<file path="config.mk">
export PLATFORM = sky130hd
export DESIGN_NAME = uart_loader_ctrl
export DESIGN_NICKNAME = d
export VERILOG_FILES = /design/src/rtl/uart_loader_ctrl.sv
export SDC_FILE = /design/constraint.sdc
export NUM_CORES = 1
export LEC_CHECK = 0
export CORE_UTILIZATION = 30
export CTS_CLUSTER_DIAMETER = 40
export CTS_CLUSTER_SIZE = 28
export DETAILED_ROUTE_END_ITERATION = 10
export PLACE_DENSITY = 0.46
export SLEW_MARGIN = 10
export SYNTH_ARGS = -nofsm -noshare
export SYNTH_HDL_FRONTEND = slang
export SYNTH_SLANG_ARGS = --single-unit
export TNS_END_PERCENT = 20
</file>
<file path="constraint.sdc">
create_clock -name clk -period 4.5 [get_ports clk]
set_input_delay 0.675 -clock clk [delete_from_list [all_inputs] [get_ports clk]]
set_output_delay 0.675 -clock clk [all_outputs]
set_load 0.05 [all_outputs]
</file>
<file path="src/rtl/uart_loader_ctrl.sv">
// uart_loader_ctrl: byte-oriented host command sequencer sitting between the
// UART rx/tx FIFOs and the CPU subsystem. It parses load/run/halt commands,
// assembles little-endian instruction words, writes them into instruction
// memory, gates the CPU run enable and answers every command with ACK/NAK.
module uart_loader_ctrl #(
    parameter int NB_INSTRUCTION  = 32,
    parameter int IMEM_ADDR_WIDTH = 10,
    parameter int NB_UART_DATA    = 8,
    parameter int NB_TIMEOUT      = 24,
    parameter int TIMEOUT_CYC     = 5_000_000
) (
    input  logic                       clk,
    input  logic                       i_rst_n,
    input  logic [NB_UART_DATA-1:0]    i_uart_rdata,
    input  logic                       i_rx_empty,
    input  logic                       i_tx_full,
    input  logic                       i_tx_done,
    input  logic                       i_locked,
    output logic                       o_uart_rd,
    output logic                       o_uart_wr,
    output logic [NB_UART_DATA-1:0]    o_uart_wdata,
    output logic                       o_uart_tx_start,
    output logic                       o_imem_we,
    output logic [IMEM_ADDR_WIDTH-1:0] o_imem_addr,
    output logic [NB_INSTRUCTION-1:0]  o_imem_wdata,
    output logic                       o_cpu_en,
    output logic                       o_cpu_flush,
    output logic                       o_busy
);

    // Command and reply byte values.
    localparam logic [NB_UART_DATA-1:0] CMD_LOAD_C = 8'h4C;
    localparam logic [NB_UART_DATA-1:0] CMD_RUN_C  = 8'h52;
    localparam logic [NB_UART_DATA-1:0] CMD_HALT_C = 8'h48;
    localparam logic [NB_UART_DATA-1:0] ACK_C      = 8'h06;
    localparam logic [NB_UART_DATA-1:0] NAK_C      = 8'h15;

    // Largest accepted word count is the full memory depth.
    localparam logic [16:0] MAX_WORDS_C = 17'd1 << IMEM_ADDR_WIDTH;

    // Timeout fires on the TIMEOUT_CYC-th consecutive empty wait cycle.
    localparam logic [NB_TIMEOUT-1:0] TMO_LAST_C = NB_TIMEOUT'(TIMEOUT_CYC - 32'sd1);
    localparam logic [NB_TIMEOUT-1:0] TMO_ONE_C  = {{(NB_TIMEOUT-1){1'b0}}, 1'b1};
    localparam logic [NB_TIMEOUT-1:0] TMO_ZERO_C = {NB_TIMEOUT{1'b0}};

    localparam logic [IMEM_ADDR_WIDTH-1:0] IDX_ONE_C  = {{(IMEM_ADDR_WIDTH-1){1'b0}}, 1'b1};
    localparam logic [IMEM_ADDR_WIDTH-1:0] IDX_ZERO_C = {IMEM_ADDR_WIDTH{1'b0}};

    typedef enum logic [2:0] {
        ST_IDLE,
        ST_LEN0,
        ST_LEN1,
        ST_DATA,
        ST_WRITE,
        ST_SEND,
        ST_KICK,
        ST_WAIT_TX
    } state_t;

    // Registered state.
    state_t                      state_r;
    logic                        rd_r;
    logic                        wr_r;
    logic [NB_UART_DATA-1:0]     wdata_r;
    logic                        tx_start_r;
    logic                        we_r;
    logic [IMEM_ADDR_WIDTH-1:0]  addr_r;
    logic [NB_INSTRUCTION-1:0]   imem_wdata_r;
    logic                        flush_r;
    logic                        busy_r;
    logic                        run_flag_r;
    logic [15:0]                 len_r;
    logic [NB_INSTRUCTION-1:0]   word_r;
    logic [IMEM_ADDR_WIDTH-1:0]  word_idx_r;
    logic [1:0]                  byte_cnt_r;
    logic [NB_TIMEOUT-1:0]       tmo_cnt_r;
    logic [NB_UART_DATA-1:0]     reply_r;

    // Next-state values.
    state_t                      state_s;
    logic                        rd_s;
    logic                        wr_s;
    logic [NB_UART_DATA-1:0]     wdata_s;
    logic                        tx_start_s;
    logic                        we_s;
    logic [IMEM_ADDR_WIDTH-1:0]  addr_s;
    logic [NB_INSTRUCTION-1:0]   imem_wdata_s;
    logic                        flush_s;
    logic                        busy_s;
    logic                        run_flag_s;
    logic [15:0]                 len_s;
    logic [NB_INSTRUCTION-1:0]   word_s;
    logic [IMEM_ADDR_WIDTH-1:0]  word_idx_s;
    logic [1:0]                  byte_cnt_s;
    logic [NB_TIMEOUT-1:0]       tmo_cnt_s;
    logic [NB_UART_DATA-1:0]     reply_s;

    // Word count as it would be once the high length byte is taken.
    logic [15:0]                 len_full_s;
    logic                        len_bad_s;
    logic                        last_word_s;

    assign len_full_s  = {i_uart_rdata, len_r[7:0]};
    assign len_bad_s   = (len_full_s == 16'd0) || ({1'b0, len_full_s} > MAX_WORDS_C);
    assign last_word_s = (16'(word_idx_r) == (len_r - 16'd1));

    // State and datapath registers; reset clears everything, aborting any load.
    always_ff @(posedge clk or negedge i_rst_n) begin
        if (!i_rst_n) begin
            state_r      <= ST_IDLE;
            rd_r         <= 1'b0;
            wr_r         <= 1'b0;
            wdata_r      <= {NB_UART_DATA{1'b0}};
            tx_start_r   <= 1'b0;
            we_r         <= 1'b0;
            addr_r       <= IDX_ZERO_C;
            imem_wdata_r <= {NB_INSTRUCTION{1'b0}};
            flush_r      <= 1'b0;
            busy_r       <= 1'b0;
            run_flag_r   <= 1'b0;
            len_r        <= 16'd0;
            word_r       <= {NB_INSTRUCTION{1'b0}};
            word_idx_r   <= IDX_ZERO_C;
            byte_cnt_r   <= 2'd0;
            tmo_cnt_r    <= TMO_ZERO_C;
            reply_r      <= {NB_UART_DATA{1'b0}};
        end else begin
            state_r      <= state_s;
            rd_r         <= rd_s;
            wr_r         <= wr_s;
            wdata_r      <= wdata_s;
            tx_start_r   <= tx_start_s;
            we_r         <= we_s;
            addr_r       <= addr_s;
            imem_wdata_r <= imem_wdata_s;
            flush_r      <= flush_s;
            busy_r       <= busy_s;
            run_flag_r   <= run_flag_s;
            len_r        <= len_s;
            word_r       <= word_s;
            word_idx_r   <= word_idx_s;
            byte_cnt_r   <= byte_cnt_s;
            tmo_cnt_r    <= tmo_cnt_s;
            reply_r      <= reply_s;
        end
    end

    // Next-state and output decode. A pop is requested one cycle (rd_s) and
    // the byte is consumed in the following cycle while rd_r is high, which
    // also enforces the idle gap between consecutive pops.
    always_comb begin
        state_s      = state_r;
        rd_s         = 1'b0;
        wr_s         = 1'b0;
        wdata_s      = wdata_r;
        tx_start_s   = 1'b0;
        we_s         = 1'b0;
        addr_s       = addr_r;
        imem_wdata_s = imem_wdata_r;
        flush_s      = 1'b0;
        run_flag_s   = run_flag_r;
        len_s        = len_r;
        word_s       = word_r;
        word_idx_s   = word_idx_r;
        byte_cnt_s   = byte_cnt_r;
        tmo_cnt_s    = tmo_cnt_r;
        reply_s      = reply_r;

        case (state_r)
            ST_IDLE: begin
                tmo_cnt_s = TMO_ZERO_C;
                if (rd_r) begin
                    case (i_uart_rdata)
                        CMD_LOAD_C: begin
                            run_flag_s = 1'b0;
                            flush_s    = 1'b1;
                            word_idx_s = IDX_ZERO_C;
                            byte_cnt_s = 2'd0;
                            state_s    = ST_LEN0;
                        end
                        CMD_RUN_C: begin
                            run_flag_s = 1'b1;
                            flush_s    = 1'b1;
                            reply_s    = ACK_C;
                            state_s    = ST_SEND;
                        end
                        CMD_HALT_C: begin
                            run_flag_s = 1'b0;
                            reply_s    = ACK_C;
                            state_s    = ST_SEND;
                        end
                        default: begin
                            reply_s = NAK_C;
                            state_s = ST_SEND;
                        end
                    endcase
                end else if (!i_rx_empty) begin
                    rd_s = 1'b1;
                end else begin
                    rd_s = 1'b0;
                end
            end

            ST_LEN0: begin
                if (rd_r) begin
                    len_s     = {len_r[15:8], i_uart_rdata};
                    tmo_cnt_s = TMO_ZERO_C;
                    state_s   = ST_LEN1;
                end else if (!i_rx_empty) begin
                    rd_s = 1'b1;
                end else if (tmo_cnt_r == TMO_LAST_C) begin
                    tmo_cnt_s = TMO_ZERO_C;
                    reply_s   = NAK_C;
                    state_s   = ST_SEND;
                end else begin
                    tmo_cnt_s = tmo_cnt_r + TMO_ONE_C;
                end
            end

            ST_LEN1: begin
                if (rd_r) begin
                    tmo_cnt_s = TMO_ZERO_C;
                    if (len_bad_s) begin
                        reply_s = NAK_C;
                        state_s = ST_SEND;
                    end else begin
                        len_s      = len_full_s;
                        byte_cnt_s = 2'd0;
                        state_s    = ST_DATA;
                    end
                end else if (!i_rx_empty) begin
                    rd_s = 1'b1;
                end else if (tmo_cnt_r == TMO_LAST_C) begin
                    tmo_cnt_s = TMO_ZERO_C;
                    reply_s   = NAK_C;
                    state_s   = ST_SEND;
                end else begin
                    tmo_cnt_s = tmo_cnt_r + TMO_ONE_C;
                end
            end

            ST_DATA: begin
                if (rd_r) begin
                    // Little-endian: the first byte ends up in the low lane.
                    word_s     = {i_uart_rdata, word_r[NB_INSTRUCTION-1:NB_UART_DATA]};
                    byte_cnt_s = byte_cnt_r + 2'd1;
                    tmo_cnt_s  = TMO_ZERO_C;
                    if (byte_cnt_r == 2'd3) begin
                        state_s = ST_WRITE;
                    end else begin
                        state_s = ST_DATA;
                    end
                end else if (!i_rx_empty) begin
                    rd_s = 1'b1;
                end else if (tmo_cnt_r == TMO_LAST_C) begin
                    tmo_cnt_s = TMO_ZERO_C;
                    reply_s   = NAK_C;
                    state_s   = ST_SEND;
                end else begin
                    tmo_cnt_s = tmo_cnt_r + TMO_ONE_C;
                end
            end

            ST_WRITE: begin
                we_s         = 1'b1;
                addr_s       = word_idx_r;
                imem_wdata_s = word_r;
                word_idx_s   = word_idx_r + IDX_ONE_C;
                if (last_word_s) begin
                    reply_s = ACK_C;
                    state_s = ST_SEND;
                end else begin
                    state_s = ST_DATA;
                end
            end

            ST_SEND: begin
                if (!i_tx_full) begin
                    wr_s    = 1'b1;
                    wdata_s = reply_r;
                    state_s = ST_KICK;
                end else begin
                    state_s = ST_SEND;
                end
            end

            ST_KICK: begin
                tx_start_s = 1'b1;
                state_s    = ST_WAIT_TX;
            end

            ST_WAIT_TX: begin
                if (i_tx_done) begin
                    state_s = ST_IDLE;
                end else begin
                    state_s = ST_WAIT_TX;
                end
            end

            default: begin
                state_s = ST_IDLE;
            end
        endcase

        busy_s = (state_s != ST_IDLE);
    end

    assign o_uart_rd       = rd_r;
    assign o_uart_wr       = wr_r;
    assign o_uart_wdata    = wdata_r;
    assign o_uart_tx_start = tx_start_r;
    assign o_imem_we       = we_r;
    assign o_imem_addr     = addr_r;
    assign o_imem_wdata    = imem_wdata_r;
    assign o_cpu_flush     = flush_r;
    assign o_busy          = busy_r;
    // Lock loss gates the CPU off immediately without forgetting run_flag.
    assign o_cpu_en        = run_flag_r & i_locked;

endmodule
</file>
# [Yosys cells after proc, flatten, opt, wreduce, memory -nomap -nowiden]
# Cells that the tools add are included.
[op_classes] n_addsub=4 n_lt_le_gt_ge=1 n_eq_ne=23 mux=50 n_bitwise=5 n_reduce_logical=24
[op_table] operator="$mux 24" n=3
[op_table] operator="$mux 8" n=8
[op_table] operator="$pmux 24 s2" n=1
[op_table] operator="$mux 3" n=11
[op_table] operator="$mux 16" n=2
[op_table] operator="$pmux 16 s2" n=1
[op_table] operator="$pmux 8 s4" n=1
[op_table] operator="$add 24x1->24 const B" n=1
[op_table] operator="$eq 24x23->1 const B" n=1
[op_table] operator="$eq 8x7->1 const B" n=3
[op_table] operator="$pmux 3 s8" n=1
[op_table] operator="$mux 10" n=2
[op_table] operator="$pmux 10 s2" n=1
[op_table] operator="$eq 10x16->1" n=1
[op_table] operator="$gt 16x11->1 const B" n=1
[op_table] operator="$logic_not 16->1" n=1
[op_table] operator="$pmux 8 s2" n=1
[op_table] operator="$sub 16x1->16 const B" n=1
[op_table] operator="$ne 2x2->1 const B" n=7
[op_table] operator="$eq 3x3->1 const B" n=4
[op_table] operator="$mux 2" n=6
[op_table] operator="$reduce_and 6->1" n=2
[op_table] operator="$add 10x1->10 const B" n=1
[op_table] operator="$mux 1" n=10
[op_table] operator="other kinds (22)" n=36
[word_totals] ff_bits=152 inputBits=14 out_inout_bits=57 elab_cells=125

# [Depth between registers and ports, before layout]
[logic_depth] word_depth=6 mapped_depth=10 depth_no_buf=8

# [Worst setup path before layout]
# No wires, ideal clock.
[synth_timing] path_type="reg2reg" start="register len_r[0]" end="register busy_r (netlist: o_busy)" setup_ns=0.131 t_arrival_ns=2.681 required_time_ns=4.369 path_slack_ns=1.687 path_stages_with_launch=10 n_path_buf=2 period_less_slack_ns=2.813 path_cell_list="dfrtp_1 -> inv_1 -> ha_1 -> or4b_4 -> buf_6 -> or4_4 -> and4_4 -> buf_6 -> a211o_1 -> or3_1"
[synth_between] elab_chain_len=6 elab_cells_between_ends=10 cone_classes="add/sub: 1; order compare: 1; eq/ne: 1; mux: 4; reduce/logical: 3"
[synth_lines] item="start, declared" line_no="72" text="logic [15:0] len_r;"
[synth_lines] item="start signal, assigned" line_no="139" text="len_r <= len_s;"
[synth_lines] item="parallel branches: the longest is 4 deep, another holds $sub 16x1->16"
[synth_lines] item="$pmux 3 s8 (*)" line_no="169" text="case (state_r)"
[synth_lines] item="$reduce_bool 3->1 (*)" line_no="305" text="busy_s = (state_s != ST_IDLE);"
[synth_lines] item="named net busy_s" line_no="89" text="logic busy_s;"
[synth_lines] item="end signal, assigned" line_no="137" text="busy_r <= busy_s;"
[synth_lines] item="end, declared" line_no="70" text="logic busy_r;"
# Mark *: on every way through the listed nets, which the timed path passes.
# A chain may end at the register's enable or synchronous reset.

# [Worst setup path in the final report]
[layout_timing] start="register len_r[0]" end="register reply_r[6]"
[layout_between] elab_chain_len=4 elab_cells_between_ends=8 cone_classes="add/sub: 1; order compare: 1; eq/ne: 3; reduce/logical: 3"
[layout_lines] item="$sub 16x1->16, or another cell as far along" line_no="105" text="assign last_word_s = (16'(word_idx_r) == (len_r - 16'd1));"
[layout_lines] item="$eq 10x16->1 or $logic_or 1x1->1 (tied branches)" line_no="105, 104"
[layout_lines] item="$ne 2x2->1 (no source line) or $ne 3x3->1 (tied branches)"
[layout_lines] item="$reduce_and 6->1 (no source line) (*)"
[layout_lines] item="end signal, assigned" line_no="126" text="reply_r <= {NB_UART_DATA{1'b0}};"
[layout_lines] item="end signal, assigned" line_no="144" text="reply_r <= reply_s;"
[layout_lines] item="end, declared" line_no="77" text="logic [NB_UART_DATA-1:0] reply_r;"
# Mark *: on every way between the ends. The rest lies on a longest branch, timed or not.

==> impl_metrics.tcl <==
set metrics [dict create \
    placedCellCount 1050 \
    synth_top_family_by_area "simple AND/OR/NAND/NOR gates" \
    cts-buffers-inserted 17 \
    cts_tree "built" \
    grtUsageMet3 0.0329 \
    drcViolationCount 0 \
    dr.pass1.iters 6 \
    fin_skew_ns 0.0106 \
    crit_arrival_ns 3.25 \
    leakage_nw 3.79 \
    clockBufferDepth 2 \
    grt_overflow 0 \
    grt_pass1_wl_um 27800 \
    criticalPathCategory "reg2reg" \
    grt_use_met1 0.210 \
    avgSynthCellArea_um2 10.2 \
    cap_violations 0 \
    ys_ff_latch 152 \
    antenna_found_initial 0 \
    worst_pin_slew_ns 1.11 \
    htree_levels 4 \
    cp_data_required_time_ns 4.78 \
    yosys.area_share.simple 0.200 \
    start_util 0.308 \
    drtIter0Drc 282 \
    post_cts_buffers 0 \
    wire_per_inst_um 15.7 \
    clk_latency_ns 0.42 \
    use_met2 0.224 \
    die_w_um 155 \
    synth_xor_area_frac 0.0311 \
    period_minus_slack_ns 2.97 \
    wl_um 16900 \
    slew_viol_final 0 \
    yosys.cell_count.top_type "dfrtp_1" \
    finalSetupTns_ns 0 \
    maxSlewHeadroom 0.259 \
    core_mm2 0.0228 \
    place_area_mm2 0.00804 \
    die_area_mm2 0.0241 \
    rows 55 \
    synth.distinct_cells 59 \
    utilization 0.379 \
    synth-async-reset-ratio 1.00 \
    grt_max_degree 90 \
    ant_nets 0 \
    synthAdderAreaFrac 0.00711 \
    stdcell_area_mm2 0.00865 \
    outcome "complete, no violations" \
    busiest_layer "met2" \
    netlist_instances 691 \
    grt_use_total 0.147 \
    ys.flop_type "dfrtp_1" \
    min_path_type "in2async" \
    die_h_um 155 \
    startpoint_type "register" \
    mappedNetlistNets 709 \
    finalSetupViolations 0 \
    synthTopCellsByArea "dfrtp_1, mux2_2, nand2_1" \
    clk_pin_slew_ns 0.07 \
    fmax_ghz 0.337 \
    ctsResizeCount 0 \
    yosys_warnings 0 \
    area_growth_pct 22.9 \
    synth_area_leader_cell "dfrtp_1" \
    io_pins 71 \
    route.vias.total 5346 \
    cts-hold-fix-buffers 0 \
    synth_edf_count 0 \
    hpwl_um 11500 \
    synth_common_cells "dfrtp_1, nand2_1, mux2_2, o21ai_0, nor2_1" \
    synth_top_area_frac 0.540 \
    port_buffers 70 \
    post-route-period-util 0.660 \
    antennaDiodeCount 0 \
    root_buffer "clkbuf_16" \
    syn_area_mm2 0.00704 \
    yosysSeqAreaShare 0.540 \
    clkSinkCount 152 \
    hold_violations 0 \
    cp_max_fo 10 \
    drt-vias-per-instance 4.94 \
    p_total_mw 5.91 \
    grt_pass1_vias 5201 \
    yosys-mux-area-fraction 0.0926 \
    rsz0062_at_grt "no" \
    synth-compound-area-share 0.104 \
    gp_congestion 0.798 \
    worstSetupEndpointType "register" \
    final_cells 1082 \
    ir_worst_vdd_uv 377 \
    powerDensity_mw_per_mm2 684 \
    drive_gt1_frac 0.135 \
    final_nets 774 \
]
==> per-stage QoR <==
step | hold WS, ns | worst slack, ns
4_1_cts | 0.357 | 1.51
2_1_floorplan | 0.379 | 1.69
5_1_grt | 0.380 | 1.33
3_5_place_dp | 0.463 | 1.28
6_report | 0.323 | 1.53
3_3_place_gp | 0.457 | 1.43
==> critical path, stage by stage, from the launching register on <==
cell and delay [ns]:
dfrtp_1 0.45, inv_1 0.11, ha_1 0.27, or4b_4 0.56, or3_1 0.40, a21oi_1 0.21
o22ai_1 0.17, nor4_4 0.50, o21ai_1 0.16
==> final timing paths <==
| check | to | cells after the start | slack, ns | start |
|---|---|---|---|---|
| worst max-delay path | reply_r[6] | 8 | 1.53 | len_r[0] |
| worst min-delay path | o_imem_wdata[14] | 1 | 0.32 | i_rst_n |
| worst max register to register | reply_r[6] | 8 | 1.53 | len_r[0] |
| worst min register to register | word_r[3] | 2 | 0.47 | word_r[3] |
| max in group asynchronous | len_r[14] | 2 | 3.21 | i_rst_n |
| min in group clk | word_r[3] | 2 | 0.47 | word_r[3] |
==> layer usage <==
metal / wire length, um / vias up
met5: 0 / -
met3: 668 / 14
li1: - / 2567
met2: 7530 / 119
met4: 132 / 0
met1: 8610 / 2646
==> state kept, by name, indices dropped and copies added, names as in the netlist, 2 cells and up <==
name          cells
word_idx_r       10
o_imem_addr      10
o_imem_wdata     32
reply_r           8
state_r           3
o_uart_wdata      8
byte_cnt_r        2
tmo_cnt_r        24
len_r            16
word_r           32
==> layout by cell type (no fill, tap or decap), types with 4 or more instances in the layout <==
master | Yosys | layout
dfrtp_1 | 152 | 152
nand2_1 | 151 | 150
clkdlybuf4s50_1 | 0 | 69
mux2_2 | 57 | 57
o21ai_0 | 40 | 40
nor2_1 | 29 | 28
nand3_1 | 20 | 20
o21ai_1 | 20 | 20
clkbuf_16 | 0 | 17
a21oi_1 | 16 | 16
nor3_1 | 16 | 15
xor2_1 | 15 | 15
inv_1 | 10 | 10
or3_1 | 10 | 10
and2_1 | 10 | 10
xnor2_1 | 10 | 10
a31oi_1 | 10 | 10
nand4_1 | 8 | 8
and3_1 | 7 | 7
or4_1 | 5 | 5
buf_4 | 0 | 5
nor4_1 | 4 | 4
nor3b_1 | 4 | 4
nand2b_1 | 4 | 4
o21a_1 | 4 | 4
o31ai_1 | 4 | 4
a21o_1 | 4 | 4
ha_1 | 4 | 4
clkinv_4 | 0 | 4
==> where the power goes <==
group / internal (mW) / switching, mW
logic: 0.863 / 1.42
clock network: 0.879 / 0.581
registers: 1.78 / 0.395
total: 3.52 / 2.40
==> cell type report <==
cell class | count | area (um2)
fill | 2284 | 14200
sequential | 152 | 3800
multi-input combinational | 499 | 3070
timing repair buffer | 75 | 739
clock buffer | 19 | 433
tap | 313 | 392
clock inverter | 13 | 169
inverter | 11 | 41.3
==> cell families after synthesis <==
family | after synthesis
AND/OR/NAND/NOR | 290
XOR/XNOR | 25
buffers and inverters | 40
AO/OA/AOI/OAI | 122
flip-flops | 152
multiplexers | 58
adder cells (fa/ha/maj) | 4
Power figures use the tool's default switching activity.
==> edit, RTL diff (same settings) <==
Re-encode `state_t` (8 states) as one-hot, 8 bits wide.
--- a/src/rtl/uart_loader_ctrl.sv
+++ b/src/rtl/uart_loader_ctrl.sv
@@ -47,13 +47,13 @@
     localparam logic [IMEM_ADDR_WIDTH-1:0] IDX_ZERO_C = {IMEM_ADDR_WIDTH{1'b0}};
 
-    typedef enum logic [2:0] {
-        ST_IDLE,
-        ST_LEN0,
-        ST_LEN1,
-        ST_DATA,
-        ST_WRITE,
-        ST_SEND,
-        ST_KICK,
-        ST_WAIT_TX
+    typedef enum logic [7:0] {
+        ST_IDLE    = 8'b00000001,
+        ST_LEN0    = 8'b00000010,
+        ST_LEN1    = 8'b00000100,
+        ST_DATA    = 8'b00001000,
+        ST_WRITE   = 8'b00010000,
+        ST_SEND    = 8'b00100000,
+        ST_KICK    = 8'b01000000,
+        ST_WAIT_TX = 8'b10000000
     } state_t;
 
Behaviour: no difference found for any inputs over 4 cycles, from zero or initial values and one cycle with i_rst_n low; so few cycles prove little.
==> edit against the original RTL <==
- non-clock buffer count is 4 higher
- synthesized area is 3.0% higher
- die area up 2.9%
- design area is 3.2% higher
- routed wire length grew 0.88%
- critical endpoint is now reply_r[1]$_DFFE_PN0P_
- synthesized cell count up 5.5%
- sequential cell count grew 5
- critical path type unchanged
- setup slack worse by 0.11 ns
- count of clock-buffer cells in the layout decreased by 2
Power is not compared: it rests on default switching activity, and its combinational part moved more than twofold at a synthesized area within 25%.
==> edit: results (changes against the original RTL) <==
post-DR wirelength/cell=15.1 microns (-3.3%); Area contributors post-synth=dfrtp_1 54%, nand2_1 8.7%, mux2_2 7.3%, nor2_1 3.0%, o21ai_0 2.2%; final instance area=8920 sq um (+3.2%); worst stage delay on the critical path=0.74 ns (+0.18 ns); Seq Cell Count=157 (+3.3%); Mapped Cells=729 (+5.5%); drt initial violations=372 (+32%); pin count of the biggest net entering global routing=78 (-13%); Worst path slowest cell=nor3b_1; layout cell share with drive strength beyond 1=13.6% (+0.056 points); number of non-clock inverters in the layout=15 (+4); layout clock buffer count=17 (-2); Synth top cells by count=168 x nand2_1, 156 x dfrtp_1, 57 x nor2_1; Setup Skew=0.0127 ns (+0.00208 ns); syn nets=747 (+5.4%); final HPWL from detailed placement=11.7 mm (+1.8%); synth warn=0 (unchanged); Multi-input gate area=3150 sq um (+2.4%); pwr/cell area=395 nW/um^2; relative slew slack=26.2% (+0.27 points); crit path max fanout=7 (-3); Filler cells=2,380 (+4.2%); fin nets=815 (+5.3%); Non-CTS buffers=79 (+5.3%); multi-input gates=527 (+5.6%); Cell variety after synth=60 (+1.7%); vias per inst=4.84 (-2.0%); first-pass GRT wire length=28.6 mm (+2.9%); gpl congestion=0.861 (+7.9%); post-synthesis sequential area ratio=54.2% (+0.18 points); cell count after placement=1,097 (+4.5%); outcome=completed; FF/Latch Area=3930 sq um (+3.3%); routed vias=5,469 (+2.3%); Clk Tree Root Cell=clkbuf_16; drt pass-1 iters=5 (-1); Layout clock area frac=6.96% (about the same); WP data arrival=3.40 ns (+0.15 ns); Post-DP Area=8300 sq um (+3.2%); Max IR drop VDD=about 0.23 mV
-- edit: cells by family after synthesis --
kind of cell             synth area share, %
AND/OR/NAND/NOR                         23.1
flip-flops                              54.2
AO/OA/AOI/OAI                           7.85
multiplexers                            7.58
buffers and inverters                   2.55
XOR/XNOR                                3.99
adder cells (fa/ha/maj)                0.691
-- edit: routing by layer --
metal / wire, microns / global-route usage, % / up-vias
met5: 12 / 0 / -
met4: 266 / 5.55 / 2
met3: 657 / 2.81 / 24
met2: 7840 / 23.3 / 123
met1: 8320 / 20.3 / 2669
li1: - / - / 2651
-- edit: path summary, 6_finish.rpt --
| check | startpoint | end | slack (ns) | cells after the start |
|---|---|---|---|---|
| min in group clk | o_imem_addr[8]$_DFFE_PN0P_ | o_imem_addr[8]$_DFFE_PN0P_ | 0.47 | 2 |
| min reg2reg | o_imem_addr[8]$_DFFE_PN0P_ | o_imem_addr[8]$_DFFE_PN0P_ | 0.47 | 2 |
| max reg2reg | len_r[0]$_DFFE_PN0P_ | reply_r[1]$_DFFE_PN0P_ | 1.42 | 9 |
| min | i_rst_n | o_imem_wdata[2]$_DFFE_PN0P_ | 0.26 | 1 |
| max | len_r[0]$_DFFE_PN0P_ | reply_r[1]$_DFFE_PN0P_ | 1.42 | 9 |
| max in group asynchronous | i_rst_n | state_r[2]$_DFF_PN0_ | 3.18 | 2 |
-- edit: through the flow --
stage | utilization (%) | hold slack, ns | setup slack, ns
3_3_place_gp | 35.2 | 0.452 | 1.15
5_1_grt | 37.8 | 0.310 | 1.08
6_report | 37.8 | 0.263 | 1.42
2_1_floorplan | - | 0.379 | 1.96
3_5_place_dp | 35.2 | 0.457 | 1.08
4_1_cts | 37.8 | 0.292 | 1.40
